<file path="config.mk">
export PLATFORM = sky130hd
export DESIGN_NAME = vga_timing_gen_flat
export DESIGN_NICKNAME = d
export VERILOG_FILES = /design/src/rtl/vga_timing_gen_if.sv /design/src/rtl/vga_timing_gen.sv /design/src/flat_wrapper.sv
export SDC_FILE = /design/constraint.sdc
export NUM_CORES = 1
export LEC_CHECK = 0
export ABC_AREA = 0
export CAP_MARGIN = 20
export CORE_MARGIN = 2
export CORE_UTILIZATION = 52
export CTS_BUF_LIST = sky130_fd_sc_hd__clkbuf_16
export DETAILED_ROUTE_END_ITERATION = 16
export GPL_ROUTABILITY_DRIVEN = 0
export PLACE_DENSITY = 0.79
export SKIP_CTS_REPAIR_TIMING = 1
export SLEW_MARGIN = 0
export SYNTH_ARGS = -nofsm -noshare
export SYNTH_HDL_FRONTEND = slang
export SYNTH_SLANG_ARGS = --single-unit
</file>
<file path="constraint.sdc">
create_clock -name Clock -period 3.3 [get_ports Clock]
set_input_delay 0.33 -clock Clock [delete_from_list [all_inputs] [get_ports Clock]]
set_output_delay 0.33 -clock Clock [all_outputs]
set_load 0.1 [all_outputs]
</file>
<file path="src/rtl/vga_timing_gen_if.sv">
// Bus between the VGA timing generator and its pixel source / display sink.
interface vga_timing_gen_if #(
  parameter int unsigned COLOR_W = 3,
  parameter int unsigned ADDR_W  = 19,
  parameter int unsigned CNT_W   = 11
);
  logic               iEnable;
  logic [COLOR_W-1:0] iColor;
  logic               oHs;
  logic               oVs;
  logic [COLOR_W-1:0] oRGB;
  logic               oActive;
  logic [ADDR_W-1:0]  oColorAddress;
  logic               oFrameStart;
  logic [CNT_W-1:0]   oHCount;
  logic [CNT_W-1:0]   oVCount;

  modport master (
    input  iEnable, iColor,
    output oHs, oVs, oRGB, oActive, oColorAddress, oFrameStart, oHCount, oVCount
  );

  modport slave (
    output iEnable, iColor,
    input  oHs, oVs, oRGB, oActive, oColorAddress, oFrameStart, oHCount, oVCount
  );
endinterface

</file>
<file path="src/rtl/vga_timing_gen.sv">
// VGA raster timing: pixel-rate divider, h/v counters, syncs, active window
// and a frame-buffer address generated by counting visible pixels.
module vga_timing_gen #(
  parameter int unsigned H_ACTIVE = 640,
  parameter int unsigned H_FP     = 16,
  parameter int unsigned H_SYNC   = 96,
  parameter int unsigned H_BP     = 48,
  parameter int unsigned V_ACTIVE = 480,
  parameter int unsigned V_FP     = 10,
  parameter int unsigned V_SYNC   = 2,
  parameter int unsigned V_BP     = 33,
  parameter int unsigned CLK_DIV  = 2,
  parameter int unsigned COLOR_W  = 3,
  parameter int unsigned ADDR_W   = 19,
  parameter int unsigned CNT_W    = 11,
  parameter bit          HS_POL   = 1'b0,
  parameter bit          VS_POL   = 1'b0
) (
  input logic               Clock,
  input logic               Reset,
  vga_timing_gen_if.master  bus
);

  localparam int unsigned H_TOTAL = H_ACTIVE + H_FP + H_SYNC + H_BP;
  localparam int unsigned V_TOTAL = V_ACTIVE + V_FP + V_SYNC + V_BP;
  localparam int unsigned DIV_W   = (CLK_DIV > 1) ? $clog2(CLK_DIV) : 1;

  logic [DIV_W-1:0]  div;
  logic [CNT_W-1:0]  hc;
  logic [CNT_W-1:0]  vc;
  logic [ADDR_W-1:0] pixCnt;

  logic pe;
  logic hWrap;
  logic vWrap;
  logic active;
  logic hSync;
  logic vSync;

  // Decode of the current raster position
  always_comb begin
    pe     = (div == DIV_W'(CLK_DIV - 1));
    hWrap  = (hc == CNT_W'(H_TOTAL - 1));
    vWrap  = (vc == CNT_W'(V_TOTAL - 1));
    active = (hc < CNT_W'(H_ACTIVE)) && (vc < CNT_W'(V_ACTIVE));
    hSync  = (hc >= CNT_W'(H_ACTIVE + H_FP)) &&
             (hc <= CNT_W'(H_ACTIVE + H_FP + H_SYNC - 1));
    vSync  = (vc >= CNT_W'(V_ACTIVE + V_FP)) &&
             (vc <= CNT_W'(V_ACTIVE + V_FP + V_SYNC - 1));
  end

  assign bus.oHCount = hc;
  assign bus.oVCount = vc;

  // pixCnt always holds vc*H_ACTIVE+hc while the position is visible
  always_ff @(posedge Clock) begin
    if (!Reset || !bus.iEnable) begin
      div               <= '0;
      hc                <= '0;
      vc                <= '0;
      pixCnt            <= '0;
      bus.oHs           <= ~HS_POL;
      bus.oVs           <= ~VS_POL;
      bus.oRGB          <= '0;
      bus.oActive       <= 1'b0;
      bus.oColorAddress <= '0;
      bus.oFrameStart   <= 1'b0;
    end else begin
      div <= pe ? '0 : div + DIV_W'(1);
      if (pe) begin
        if (hWrap) begin
          hc <= '0;
          vc <= vWrap ? '0 : vc + CNT_W'(1);
        end else begin
          hc <= hc + CNT_W'(1);
        end
        if (hWrap && vWrap) begin
          pixCnt <= '0;
        end else if (active) begin
          pixCnt <= pixCnt + ADDR_W'(1);
        end
      end
      bus.oHs         <= hSync ? HS_POL : ~HS_POL;
      bus.oVs         <= vSync ? VS_POL : ~VS_POL;
      bus.oActive     <= active;
      bus.oRGB        <= active ? bus.iColor : '0;
      bus.oFrameStart <= pe && (hc == '0) && (vc == '0);
      if (active) begin
        bus.oColorAddress <= pixCnt;
      end
    end
  end

endmodule

</file>
<file path="src/flat_wrapper.sv">
// flat-port wrapper written by rule: the top's interface ports become plain ports
module vga_timing_gen_flat 
#(
  parameter int unsigned H_ACTIVE = 640,
  parameter int unsigned H_FP     = 16,
  parameter int unsigned H_SYNC   = 96,
  parameter int unsigned H_BP     = 48,
  parameter int unsigned V_ACTIVE = 480,
  parameter int unsigned V_FP     = 10,
  parameter int unsigned V_SYNC   = 2,
  parameter int unsigned V_BP     = 33,
  parameter int unsigned CLK_DIV  = 2,
  parameter int unsigned COLOR_W  = 3,
  parameter int unsigned ADDR_W   = 19,
  parameter int unsigned CNT_W    = 11,
  parameter bit          HS_POL   = 1'b0,
  parameter bit          VS_POL   = 1'b0
)
  (Clock, Reset, bus_iEnable, bus_iColor, bus_oHs, bus_oVs, bus_oRGB, bus_oActive, bus_oColorAddress, bus_oFrameStart, bus_oHCount, bus_oVCount);
  vga_timing_gen_if #(.COLOR_W(COLOR_W), .ADDR_W(ADDR_W), .CNT_W(CNT_W)) bus_i ();
  input logic Clock;
  input logic Reset;
  input wire logic [$bits(bus_i.iEnable)-1:0] bus_iEnable;
  input wire logic [$bits(bus_i.iColor)-1:0] bus_iColor;
  output wire logic [$bits(bus_i.oHs)-1:0] bus_oHs;
  output wire logic [$bits(bus_i.oVs)-1:0] bus_oVs;
  output wire logic [$bits(bus_i.oRGB)-1:0] bus_oRGB;
  output wire logic [$bits(bus_i.oActive)-1:0] bus_oActive;
  output wire logic [$bits(bus_i.oColorAddress)-1:0] bus_oColorAddress;
  output wire logic [$bits(bus_i.oFrameStart)-1:0] bus_oFrameStart;
  output wire logic [$bits(bus_i.oHCount)-1:0] bus_oHCount;
  output wire logic [$bits(bus_i.oVCount)-1:0] bus_oVCount;
  assign bus_i.iEnable = bus_iEnable;
  assign bus_i.iColor = bus_iColor;
  assign bus_oHs = bus_i.oHs;
  assign bus_oVs = bus_i.oVs;
  assign bus_oRGB = bus_i.oRGB;
  assign bus_oActive = bus_i.oActive;
  assign bus_oColorAddress = bus_i.oColorAddress;
  assign bus_oFrameStart = bus_i.oFrameStart;
  assign bus_oHCount = bus_i.oHCount;
  assign bus_oVCount = bus_i.oVCount;
  vga_timing_gen #(.H_ACTIVE(H_ACTIVE), .H_FP(H_FP), .H_SYNC(H_SYNC), .H_BP(H_BP), .V_ACTIVE(V_ACTIVE), .V_FP(V_FP), .V_SYNC(V_SYNC), .V_BP(V_BP), .CLK_DIV(CLK_DIV), .COLOR_W(COLOR_W), .ADDR_W(ADDR_W), .CNT_W(CNT_W), .HS_POL(HS_POL), .VS_POL(VS_POL)) u_core (.Clock(Clock), .Reset(Reset), .bus(bus_i));
endmodule
</file>
==> run summary <==
register area share after synthesis = 45.1%
type of element launching the critical path = register
Final Setup Violations = 0
Req. time, crit path = 3.48 ns
min Tclk post-route = 2.80 ns
diode insertion count for antenna repair = 0
detailed-route vias per instance = 5.82
crit path kind = register to register
routed len/inst = 14.9 um
post-synthesis cell count = 345
clock group share of total power = 53.8%
DRT iter0 DRCs = 333
outcome = completed
area after detailed placement = 3600 um^2
share of layout cells above drive strength 1 = 5.69%
final hold violation count = 0
synthesized netlist net count = 357
fmax = 357 MHz
number of top-level pins = 54
Std-Cell Rows = 27
via count of the routed design = 2772
power per standard cell area = 500 nW/um^2
post-synthesis sequential element count = 68
count of unresolved DRC violations after routing = 0
placed wire-length estimate = 4750 um
count of H-tree levels built during CTS = 3
router iterations before antenna repair = 5
max-cap violation count = 0
sequential fraction of design power = 42.3%
total design power = 1970 uW
core area = 5540 um^2
first-pass GRT wire length = 11800 um
Die Ht = 80.2 um
syn avg cell area = 8.74 um^2
Clk pin slew, worst setup/hold paths = 0.05 ns
GRT Total Usage = 23.3%
largest clock skew in the final design = 0.00414 ns
accumulated negative setup slack = 0 ns
cell internal pwr = 1580 uW
Yosys Warn Count = 0
area enclosed by the die boundary = 6430 um^2
final instance area = 3930 um^2
clock latency on the worst-skew pair = 0.32 ns
number of distinct library cell variants in the gate-level netlist after synthesis = 44
initial antenna violation count = 0
number of CTS-inserted buffers = 9
netlist area before placement = 3020 um^2
setup repair after global routing missed its margin = no
Crit path arrival time = 2.98 ns
P&R area growth vs syn = 30.3%
Combinational Power Share = 3.9%
total of buffers placed on input and output ports = 53
final critical-path share of the clock period = 85.0%
net switching component of the power = 390 uW
post-route antenna net violation count = 0
count of flip-flops with a built-in enable after synthesis = 0
leakage power figure = 0.00128 uW
global-route congestion overflow total = 0
Setup crit end kind = register
CTS max path bufs = 2
VDD IR max = 0.364 mV
Max Slew Vio Count = 0
total instance count after detailed placement = 460
via count of the first global-routing pass = 2570
CTS Root Buffer Type = sky130_fd_sc_hd__clkbuf_16
non-filler cells in the finished layout = 476
maximum number of pins on one net before global-route repair = 25
final-stage net count = 411
tightest slew margin relative to the limit = 34.5%
Chip Width = 80.2 um
CTS tree = built
total wire length after detailed routing = 7080 um
Starting Density = 54.4%
min-delay worst type = register to register
fraction of synthesis flops using an asynchronous set or reset pin = 0%
maximum fanout encountered on the critical timing path = 24
actual slew at the worst max-slew pin = 0.980 ns
TritonCTS sink count = 68
switching fraction of total power = 19.8%
dominant register cell in the synthesized netlist = sky130_fd_sc_hd__dfxtp_1
## registers in the layout (all words and copies together) (netlist names)
| name | count |
|---|---|
| u_core.bus.oColorAddress | 19 |
| u_core.div | 1 |
| u_core.bus.oVs | 1 |
| u_core.bus.oHs | 1 |
| u_core.bus.oVCount | 11 |
| u_core.pixCnt | 19 |
| u_core.bus.oRGB | 3 |
| u_core.bus.oHCount | 11 |
| u_core.bus.oActive | 1 |
| u_core.bus.oFrameStart | 1 |
## synthesized netlist by cell type (2+ instances only)
library cell | n | area (um^2)
sky130_fd_sc_hd__and3_2 | 2 | 15.0
sky130_fd_sc_hd__ha_1 | 6 | 75.1
sky130_fd_sc_hd__nor3_1 | 11 | 55.1
sky130_fd_sc_hd__nor3b_1 | 2 | 15.0
sky130_fd_sc_hd__inv_1 | 8 | 30.0
sky130_fd_sc_hd__a21oi_1 | 20 | 100
sky130_fd_sc_hd__and4_1 | 2 | 17.5
sky130_fd_sc_hd__buf_2 | 4 | 20.0
sky130_fd_sc_hd__o22ai_1 | 2 | 12.5
sky130_fd_sc_hd__buf_1 | 3 | 11.3
sky130_fd_sc_hd__or3_1 | 3 | 18.8
sky130_fd_sc_hd__buf_6 | 2 | 22.5
sky130_fd_sc_hd__nor4_1 | 8 | 50.1
sky130_fd_sc_hd__mux2i_1 | 17 | 170
sky130_fd_sc_hd__and2_1 | 4 | 25.0
sky130_fd_sc_hd__xnor2_1 | 10 | 87.6
sky130_fd_sc_hd__o31ai_1 | 6 | 45.0
sky130_fd_sc_hd__clkbuf_1 | 6 | 22.5
sky130_fd_sc_hd__nand3_1 | 16 | 80.1
sky130_fd_sc_hd__and3_1 | 4 | 25.0
sky130_fd_sc_hd__o32a_1 | 2 | 20.0
sky130_fd_sc_hd__nor4b_1 | 3 | 26.3
sky130_fd_sc_hd__nand2_1 | 25 | 93.8
sky130_fd_sc_hd__xor2_1 | 9 | 78.8
sky130_fd_sc_hd__o21ai_0 | 6 | 30.0
sky130_fd_sc_hd__a311oi_1 | 4 | 35.0
sky130_fd_sc_hd__or4_1 | 7 | 52.6
sky130_fd_sc_hd__dfxtp_1 | 68 | 1360
sky130_fd_sc_hd__nor2_1 | 57 | 214
sky130_fd_sc_hd__nand2b_1 | 2 | 12.5
sky130_fd_sc_hd__nand4_1 | 13 | 81.3
## power groups by stage
stage                     combinational, uW  clock (uW)  sequential, uW
final                                  76.8        1060             831
after global routing                   81.5        1110             831
after CTS                              77.0        1070             831
after detailed placement               76.2           0             848
after global placement                 75.5           0             848
after floorplan                        32.4           0             869
## cell type report
class                           count  area (um^2)
Fill cell                         425         1610
Multi-Input combinational cell    254         1550
Inverter                            8         30.0
Clock inverter                      7          106
Clock buffer                        9          225
Tap cell                           72         90.1
Sequential cell                    68         1360
Timing Repair Buffer               58          568
## metrics by stage
stage | util (%) | hold slack (ns) | setup WS, ns
2_1_floorplan | - | 0.451 | 0.0387
4_1_cts | 70.9 | 0.492 | 0.527
5_1_grt | 70.9 | 0.525 | 0.369
3_5_place_dp | 65.0 | 0.480 | 0.610
6_report | 70.9 | 0.487 | 0.496
3_3_place_gp | 65.0 | 0.470 | 0.720
## per-layer routing
layer	GRT usage [%]	share of wire [%]	vias up
li1	-	-	1344
met5	0	0	-
met2	37.8	46	109
met3	6.52	5.9	21
met4	8.81	2.3	0
met1	29.4	45	1298
## kinds of logic (layout without fill, tap and decap cells)
group | count (synthesis) | after routing | synth area share [%]
compound gates | 47 | 47 | 10.0
mux | 17 | 17 | 5.64
xor+xnor | 19 | 19 | 5.52
buf+inv | 23 | 82 | 3.53
fa+ha+maj | 6 | 6 | 2.49
flops | 68 | 68 | 45.1
simple gates | 165 | 165 | 27.7
## layout by cell type (no fill, tap or decap), drive strengths merged, types with 4 or more instances in the layout
cell,count
and3,6
ha,6
dfxtp,68
mux2i,17
or4,8
nor4,8
nand4,13
a311oi,4
o31ai,6
nand2,25
clkbuf,9
nor2,57
nand3,16
nor3,11
buf,5
clkdlybuf4s50,53
and2,4
xor2,9
o21ai,7
inv,9
xnor2,10
a21oi,21
## critical path, cell delays in order, from the launching register on
cell                       delay, ns
sky130_fd_sc_hd__dfxtp_1        0.46
sky130_fd_sc_hd__or4b_1         0.51
sky130_fd_sc_hd__or4_1          0.62
sky130_fd_sc_hd__a211oi_1       0.51
sky130_fd_sc_hd__nand2b_1       0.19
sky130_fd_sc_hd__buf_4          0.28
sky130_fd_sc_hd__a311oi_1       0.08
## path summary, 6_finish.rpt
| check | startpoint | endpoint | slack [ns] | cells past startpoint |
|---|---|---|---|---|
| worst min-delay path | u_core.bus.oColorAddress[7] | u_core.bus.oColorAddress[7] | 0.49 | 2 |
| worst min register to register | u_core.bus.oColorAddress[7] | u_core.bus.oColorAddress[7] | 0.49 | 2 |
| worst max register to register | u_core.bus.oHCount[4] | u_core.pixCnt[8] | 0.50 | 6 |
| worst max-delay path | u_core.bus.oHCount[4] | u_core.pixCnt[8] | 0.50 | 6 |
(Power assumes the default switching activity.)
